==> config.mk <==
export PLATFORM = sky130hd
export DESIGN_NAME = dbg_apb_mgr_nport
export DESIGN_NICKNAME = d
export VERILOG_FILES = /design/src/rtl/dbg_apb_mgr_nport.sv
export SDC_FILE = /design/constraint.sdc
export NUM_CORES = 1
export LEC_CHECK = 0
export ABC_AREA = 1
export CORE_UTILIZATION = 37
export DETAILED_ROUTE_END_ITERATION = 8
export PLACE_DENSITY_LB_ADDON = 0.08
export SETUP_SLACK_MARGIN = 0.1
export SYNTH_ARGS = -nofsm -noshare
export SYNTH_HDL_FRONTEND = slang
export SYNTH_SLANG_ARGS = --single-unit
export TNS_END_PERCENT = 100
==> constraint.sdc <==
create_clock -name clk_i -period 2.05 [get_ports clk_i]
set_input_delay 0.5125 -clock clk_i [delete_from_list [all_inputs] [get_ports clk_i]]
set_output_delay 0.5125 -clock clk_i [all_outputs]
set_load 0.01 [all_outputs]
==> src/rtl/dbg_apb_mgr_nport.sv <==
// APB manager for the JTAG debug path: one debug request becomes one APB transfer
// on one of NPORT targets, with stride auto-increment, wait timeout and port-range check.
module dbg_apb_mgr_nport #(
  parameter int NPORT   = 2,
  parameter int AW      = 32,
  parameter int DW      = 48,
  parameter int TIMEOUT = 255,
  parameter int PW      = (NPORT > 1) ? $clog2(NPORT) : 1
) (
  input  logic                clk_i,
  input  logic                rst_i,
  input  logic                req_valid_i,
  output logic                req_ready_o,
  input  logic                req_write_i,
  input  logic                req_incr_i,
  input  logic [3:0]          req_stride_i,
  input  logic [PW-1:0]       req_port_i,
  input  logic [AW-1:0]       req_addr_i,
  input  logic [DW-1:0]       req_wdata_i,
  output logic                rsp_valid_o,
  output logic [DW-1:0]       rsp_rdata_o,
  output logic                rsp_err_o,
  output logic                rsp_timeout_o,
  output logic                busy_o,
  output logic [NPORT-1:0]    psel_o,
  output logic                penable_o,
  output logic                pwrite_o,
  output logic [AW-1:0]       paddr_o,
  output logic [DW-1:0]       pwdata_o,
  input  logic [NPORT*DW-1:0] prdata_i,
  input  logic [NPORT-1:0]    pready_i,
  input  logic [NPORT-1:0]    pslverr_i
);

  localparam int CW = (TIMEOUT > 1) ? $clog2(TIMEOUT) : 1;
  localparam logic [CW-1:0] TO_LAST = (TIMEOUT > 0) ? CW'(TIMEOUT - 1) : '0;

  typedef enum logic [1:0] {S_IDLE, S_SETUP, S_ACCESS} state_t;

  state_t         r_state, w_state_nxt;
  logic [PW-1:0]  r_port;
  logic [AW-1:0]  r_addr;
  logic [CW-1:0]  r_wcnt;
  logic [AW-1:0]  r_paddr;
  logic           r_pwrite;
  logic [DW-1:0]  r_pwdata;
  logic           r_rsp_valid, r_rsp_err, r_rsp_to;
  logic [DW-1:0]  r_rdata;

  logic           w_accept, w_port_ok, w_done, w_tout;
  logic [PW-1:0]  w_port_res;
  logic [AW-1:0]  w_addr_res;
  logic [NPORT-1:0] w_psel;
  logic [DW-1:0]  w_sel_rdata;
  logic           w_sel_ready, w_sel_err;

  assign w_accept   = req_valid_i & req_ready_o;
  assign w_port_res = req_incr_i ? r_port : req_port_i;
  assign w_addr_res = req_incr_i ? (r_addr + AW'(req_stride_i)) : req_addr_i;
  assign w_port_ok  = int'(w_port_res) < NPORT;

  // Explicit decode keeps an out-of-range stored index from ever selecting a slice.
  always_comb begin
    w_psel      = '0;
    w_sel_rdata = '0;
    w_sel_ready = 1'b0;
    w_sel_err   = 1'b0;
    for (int k = 0; k < NPORT; k++) begin
      if (r_port == PW'(k)) begin
        w_psel[k]   = 1'b1;
        w_sel_rdata = prdata_i[k*DW +: DW];
        w_sel_ready = pready_i[k];
        w_sel_err   = pslverr_i[k];
      end
    end
  end

  always_ff @(posedge clk_i) begin
    if (rst_i) r_state <= S_IDLE;
    else       r_state <= w_state_nxt;
  end

  always_comb begin
    w_state_nxt = r_state;
    w_done      = 1'b0;
    w_tout      = 1'b0;
    req_ready_o = 1'b0;
    busy_o      = 1'b1;
    psel_o      = w_psel;
    penable_o   = 1'b0;
    case (r_state)
      S_IDLE: begin
        req_ready_o = ~rst_i;
        busy_o      = 1'b0;
        psel_o      = '0;
        if (w_accept && w_port_ok) w_state_nxt = S_SETUP;
      end
      S_SETUP: w_state_nxt = S_ACCESS;
      S_ACCESS: begin
        penable_o = 1'b1;
        if (w_sel_ready) begin
          w_state_nxt = S_IDLE;
          w_done      = 1'b1;
        end else if (TIMEOUT != 0 && r_wcnt == TO_LAST) begin
          w_state_nxt = S_IDLE;
          w_tout      = 1'b1;
        end
      end
      default: begin
        w_state_nxt = S_IDLE;
        psel_o      = '0;
      end
    endcase
  end

  // Bus-side copies load only when a real transfer starts, so they hold through IDLE.
  always_ff @(posedge clk_i) begin
    if (rst_i) begin
      r_port      <= '0;
      r_addr      <= '0;
      r_wcnt      <= '0;
      r_paddr     <= '0;
      r_pwrite    <= 1'b0;
      r_pwdata    <= '0;
      r_rsp_valid <= 1'b0;
      r_rsp_err   <= 1'b0;
      r_rsp_to    <= 1'b0;
      r_rdata     <= '0;
    end else begin
      r_rsp_valid <= 1'b0;
      r_wcnt      <= (r_state == S_ACCESS && w_state_nxt == S_ACCESS) ? r_wcnt + 1'b1 : '0;
      if (w_accept) begin
        r_port <= w_port_res;
        r_addr <= w_addr_res;
        if (w_port_ok) begin
          r_paddr  <= w_addr_res;
          r_pwrite <= req_write_i;
          r_pwdata <= req_wdata_i;
        end else begin
          r_rsp_valid <= 1'b1;
          r_rsp_err   <= 1'b1;
          r_rsp_to    <= 1'b0;
        end
      end
      if (w_done) begin
        r_rsp_valid <= 1'b1;
        r_rsp_err   <= w_sel_err;
        r_rsp_to    <= 1'b0;
        if (!r_pwrite) r_rdata <= w_sel_rdata;
      end
      if (w_tout) begin
        r_rsp_valid <= 1'b1;
        r_rsp_err   <= 1'b1;
        r_rsp_to    <= 1'b1;
      end
    end
  end

  assign rsp_valid_o   = r_rsp_valid;
  assign rsp_rdata_o   = r_rdata;
  assign rsp_err_o     = r_rsp_err;
  assign rsp_timeout_o = r_rsp_to;
  assign paddr_o       = r_paddr;
  assign pwrite_o      = r_pwrite;
  assign pwdata_o      = r_pwdata;

endmodule

# After elaboration in Yosys (flattened, before gate mapping)
# Cells that the tools add are included.
# W data, S select, Z words.
[classes]
add_sub_neg = 2
n_eq_ne = 4
mux = 25
bitwise = 5
n_reduce_logical = 7
[ops]
columns = ["cell", "count"]
rows = [
  ["$mux W48", 1],
  ["$add A32 B4 Y32", 1],
  ["$mux W32", 1],
  ["$mux W1", 18],
  ["$add A8 B1 Y8 const B", 1],
  ["$eq A8 B8 Y1 const B", 1],
  ["$mux W2", 4],
  ["$pmux W2 S3", 1],
  ["$eq A2 B2 Y1 const B", 2],
  ["$not A1 Y1", 4],
  ["$reduce_and A2 Y1", 2],
  ["$reduce_or A2 Y1", 2],
  ["$eq A2 B1 Y1 const B", 1],
  ["$logic_not A2 Y1", 1],
  ["$reduce_bool A2 Y1", 1],
  ["$and A1 B1 Y1", 1],
  ["$logic_and A1 B1 Y1", 1],
]
[totals]
register_bits = 143
output_inout_bits = 137

# Logic depth before layout (Yosys ltp)
[logic_depth]
ltp_word = 9
mapped_depth = 15
mapped_depth_nobuf = 15

# Worst setup path after synthesis
# No wires, ideal clock.
[synth_path]
path_type = "input-to-reg"
start = "input port req_stride_i[0]"
end = "register r_paddr[12] (netlist: paddr_o[12])"
setup_ns = 0.110
arrival_ns = 1.992
t_required_ns = 1.940
path_slack_ns = -0.052
path_stages = 15
cell_sequence = "ha_1 > inv_1 > fa_1 > inv_1 > nand2_1 > nand2_1 > nand2_1 > nor2_4 > inv_1 > nor2_1 > nand2_1 > nand3_1 > nand3_1 > nand2_1 > inv_1"
[synth_via]
elab_chain_len = 2
[synth_lines]
columns = ["element", "line", "rtl"]
rows = [
  ["start, declared", "16", "input logic [3:0] req_stride_i,"],
  ["$add A32 B4 Y32", "59", "assign w_addr_res = req_incr_i ? (r_addr + AW'(req_stride_i)) : req_addr_i;"],
  ["$mux W32", "59", ""],
  ["end signal, assigned", "136", "r_paddr <= w_addr_res;"],
  ["end, declared", "44", "logic [AW-1:0] r_paddr;"],
]
# No other way between the ends.
# A chain may end at the register's enable or synchronous reset.

# Final worst setup path
[layout_path]
start = "register r_paddr[30] (netlist: paddr_o[30])"
end = "output port paddr_o[30]"
[layout_lines]
columns = ["element", "line", "rtl"]
rows = [
  ["end, declared", "28", "output logic [AW-1:0] paddr_o,"],
]
# No word-level cell between the ends.

==> metrics list <==
- Fill count: 1704
* Largest net degree at the start of global routing: 51
- The routed design could run at a clock period as short as between 1.5 and 2 ns.
* # nets final: 1531
- Hold wc startpoint: pwdata_o[1]
- For this design the static power due to leakage is 4.549 nW.
* Final Worst Setup Slack: 0.1354 ns
- The most common cell in the synthesized netlist is nand2_1.
* Share of cell area taken by muxes after synthesis: 0%
* Initial Util: 37.85%
* Clock root cell: clkbuf_16
* DR pass1 iterations: 5
- The number of antenna violations at the first check in global routing was 1.
- For the worst setup path, the data arrival time is 1.40 ns.
- Final Slew Violations: 0
* Number of max-capacitance violations reported: 0
- For hold timing, the worst endpoint is pwdata_o[1].
- In this run the tightest slew margin relative to its limit is a little under two thirds.
* Worst stage delay on the critical path: 0.57 ns
* RSZ-0062 raised after global routing: true
- In the final layout, flip-flops and latches occupy just under 3000 sq um.
* Total length of routed wires: between 20 and 25 mm
- Total area of multi-input combinational cells: between 3000 and 4000 sq um
* Top flip-flop cell by instance count after synthesis: dfxtp_1
* Maximum buffer depth of the clock tree: 2
- Horiz. Die Dim: 137.8 um
* Clock H-tree levels: 4
- The count of buffers added on input and output ports is 326.
* Insertion delay of the later-clocked pin in the worst-skew pair: 0.43 ns
- Gate family responsible for the most delay along the worst path: buffers and inverters
- Hold-critical path depth: 2
- Cell types occupying the most area after synthesis: dfxtp_1, nand2_1, nand3_1, a31oi_1, nor2_1
* Wire length of the first global-routing pass: ~35 mm
- Antenna-violating nets left: 0
* Number of clock buffers inserted by TritonCTS: 17
* Grt ovf: 0
- Hold_ws: 0.4615 ns
* Final routed DRC violation total: 0
- The tightest min-delay check is of the flop to flop type.
- The die is 137.8 um tall.
- The clock drives 143 sinks.
- The synthesized netlist devotes 12.45% of its cell area to compound gates.
* Count of flip-flops with a built-in enable after synthesis: 0
* Yosys top cell area share: 41.97%
* Post-synthesis register bit count: 143
- Row generation in the floorplan step produced around 50 rows.
- The setup path with the least slack is of type flop to output pin.
* Number of failing hold endpoints at the final stage: 0
- Final estimated routing congestion in global placement: 0.8722
* Basic-gate share of the synthesized area counting and, or, nand and nor cells: 35.55%
- After Yosys synthesis, XOR and XNOR cells account for 0.8988% of the synthesized area.
- Power spread over the standard cell area amounts to 694.8 nW/um^2.
- For this run, the total global-route usage over all layers was measured as 24.36%.
- Pre-CTS WS: -0.6032 ns
* Proportion of synthesized chip area in sequential cells: 41.97%
- A synthesized cell averages 6.870 sq um.
- The largest individual stage delay along the critical path comes from the cell clkdlybuf4s50_1.
- Ratio of cells with drive above 1 in the final layout: 11.24%
* Achievable clock frequency: 522.3 MHz
- Top cell type by total area after synthesis: dfxtp_1
* Worst setup skew after layout: 0.01158 ns
- 327 I/O pins were placed.
- Of the total synthesized cell area, the portion taken by full adders, half adders and majority gates is 2.128%.
- The flow ran to the end, and the final reports show no timing, DRC or antenna violations.
- The worst-case IR drop observed on VDD is 0.5836 mV.
- P&R area growth vs syn: 65.24%
- Endpoint of the most critical register-to-register path: paddr_o[4]
- Final non-filler cell total: roughly 1600
* Detailed-route wire length per cell: 15.25 um
* Via count of the first global-routing pass: 6764
* Most frequent cells after synthesis: nand2_1, dfxtp_1, nand3_1
* Setup-violating endpoint count in the final report: 0
- Required time at the worst-slack endpoint: 1.54 ns
* Distinct cells, synth: 37
- After synthesis, the share of flip-flops with an asynchronous set or reset is 0%.
- The setup check on the worst reg-to-reg path leaves a slack of 0.24 ns.
* DP Wirelength: roughly 18 mm
* Count of mapped cells out of synthesis: 993
- For this block, the initial DRC count from the detailed router was 354.
* Area of the mapped netlist: 6822 sq um
* Worst Setup End Kind: output pin
* Worst path bufs/invs: 1
- Clock-pin slew on the worst setup and hold paths: 0.07 ns
- For this run, the number of Yosys warnings is 0.
- In this run, placement finished with an instance count of roughly 1500.
- Area of the core: approximately 18000 sq um
* CTS tree: built
* Startpoint of the most critical setup path: paddr_o[30]
- Chain of cells forming the critical path: clkdlybuf4s50_1
- Net Count, Synth: 1194
* Number of hold buffers added after CTS: 0
- The number of cells on the worst reg-to-reg path is 12.
- Total Die Area: 18980 sq um
- STA classifies the critical path startpoint as a flop.
* Highest fanout seen on the critical path: 5
- Via total after detailed routing: 7730
- Detailed-route vias per instance: about 5
- For the pin with the worst max-slew slack, the measured transition is 0.5410 ns.
* Largest family of logic cells by synthesized area: simple AND/OR/NAND/NOR gates
- FF-to-FF Start: paddr_o[0]
- Post-route fraction of the period consumed by the critical path: 93.40%
==> cell type report <==
type / instances / area share, %
repair buffers: 377 / 33.16
multi-input cells: 743 / 31.91
flip-flops and latches: 143 / 25.73
clock buffers: 18 / 3.896
well taps: 229 / 2.542
inverters: 48 / 1.632
clock inverters: 14 / 1.110
diodes: 1 / 0.02220
==> layout by cell type, fill, tap and decap left out, types with 8 or more instances in the layout <==
cell and n:
nor2_1 87, nand3_1 102, dfxtp_1 117, o21ai_1 8, nand3b_1 10, a21oi_1 23
buf_4 42, clkdlybuf4s50_1 315, a31oi_1 54, nand2_1 334, buf_12 8, inv_2 11
nor3_1 9, inv_1 35, nand4_1 11, clkbuf_16 17, dfxtp_2 24, o21ai_0 50
==> layer usage <==
layer	routed length, um	vias to the layer above	part of all wire, %	track usage (%)
met3	1853	35	7.7	7.763
li1	-	3963	-	-
met2	11900	275	50	41.29
met1	9766	3457	41	28.98
met4	464	0	1.9	7.971
met5	0	-	0	0
==> cells by family (layout without fill, tap and decap cells) <==
logic type / Yosys count / in the layout
xor gates and xnor gates: 7 / 7
adders and majority gates: 11 / 11
DFF: 143 / 143
buffers and inverters: 107 / 457
and+or+nand+nor: 576 / 576
AOI/OAI and AO/OA: 149 / 149
other: 0 / 1
==> registers in the layout, indices dropped and copies added (netlist names) <==
register	count
r_wcnt	8
pwdata_o	48
rsp_rdata_o	48
rsp_err_o	1
rsp_valid_o	1
pwrite_o	1
rsp_timeout_o	1
paddr_o	32
r_state	2
r_port	1
==> where the power goes <==
group          switching (W)  total, W  internal (W)
combinational       0.000764   0.00172      0.000955
clock                0.00137   0.00299       0.00163
sequential          0.000136   0.00312       0.00298
==> per-stage QoR <==
step / total power (W) / area (sq um) / utilization (%) / TNS [ns]
after floorplan: 0.003830 / 6847 / - / 0
after global placement: 0.004855 / 10580 / 58.72 / -16.54
after detailed placement: 0.004865 / 10580 / 58.72 / -17.32
after CTS: 0.007876 / 11190 / 62.09 / 0
after global routing: 0.008194 / 11270 / 62.52 / 0
final: 0.007831 / 11270 / 62.54 / 0
==> worst max-delay path by stage <==
stage                  end  slack [ns]  depth (start not counted)
6_report       paddr_o[30]        0.14                          1
5_1_grt         paddr_o[3]        0.08                          1
4_1_cts        paddr_o[16]        0.10                          1
3_5_place_dp   paddr_o[12]       -0.60                         16
3_3_place_gp   paddr_o[12]       -0.57                         16
2_1_floorplan  paddr_o[12]        0.07                         15
==> timing repair <==
action / CTS / global route
resized for setup: 43 / 27
pin swaps: 1 / 8
setup buffers: 1 / 0
setup endpoints to repair: 38 / 43
(Power assumes the default switching activity.)
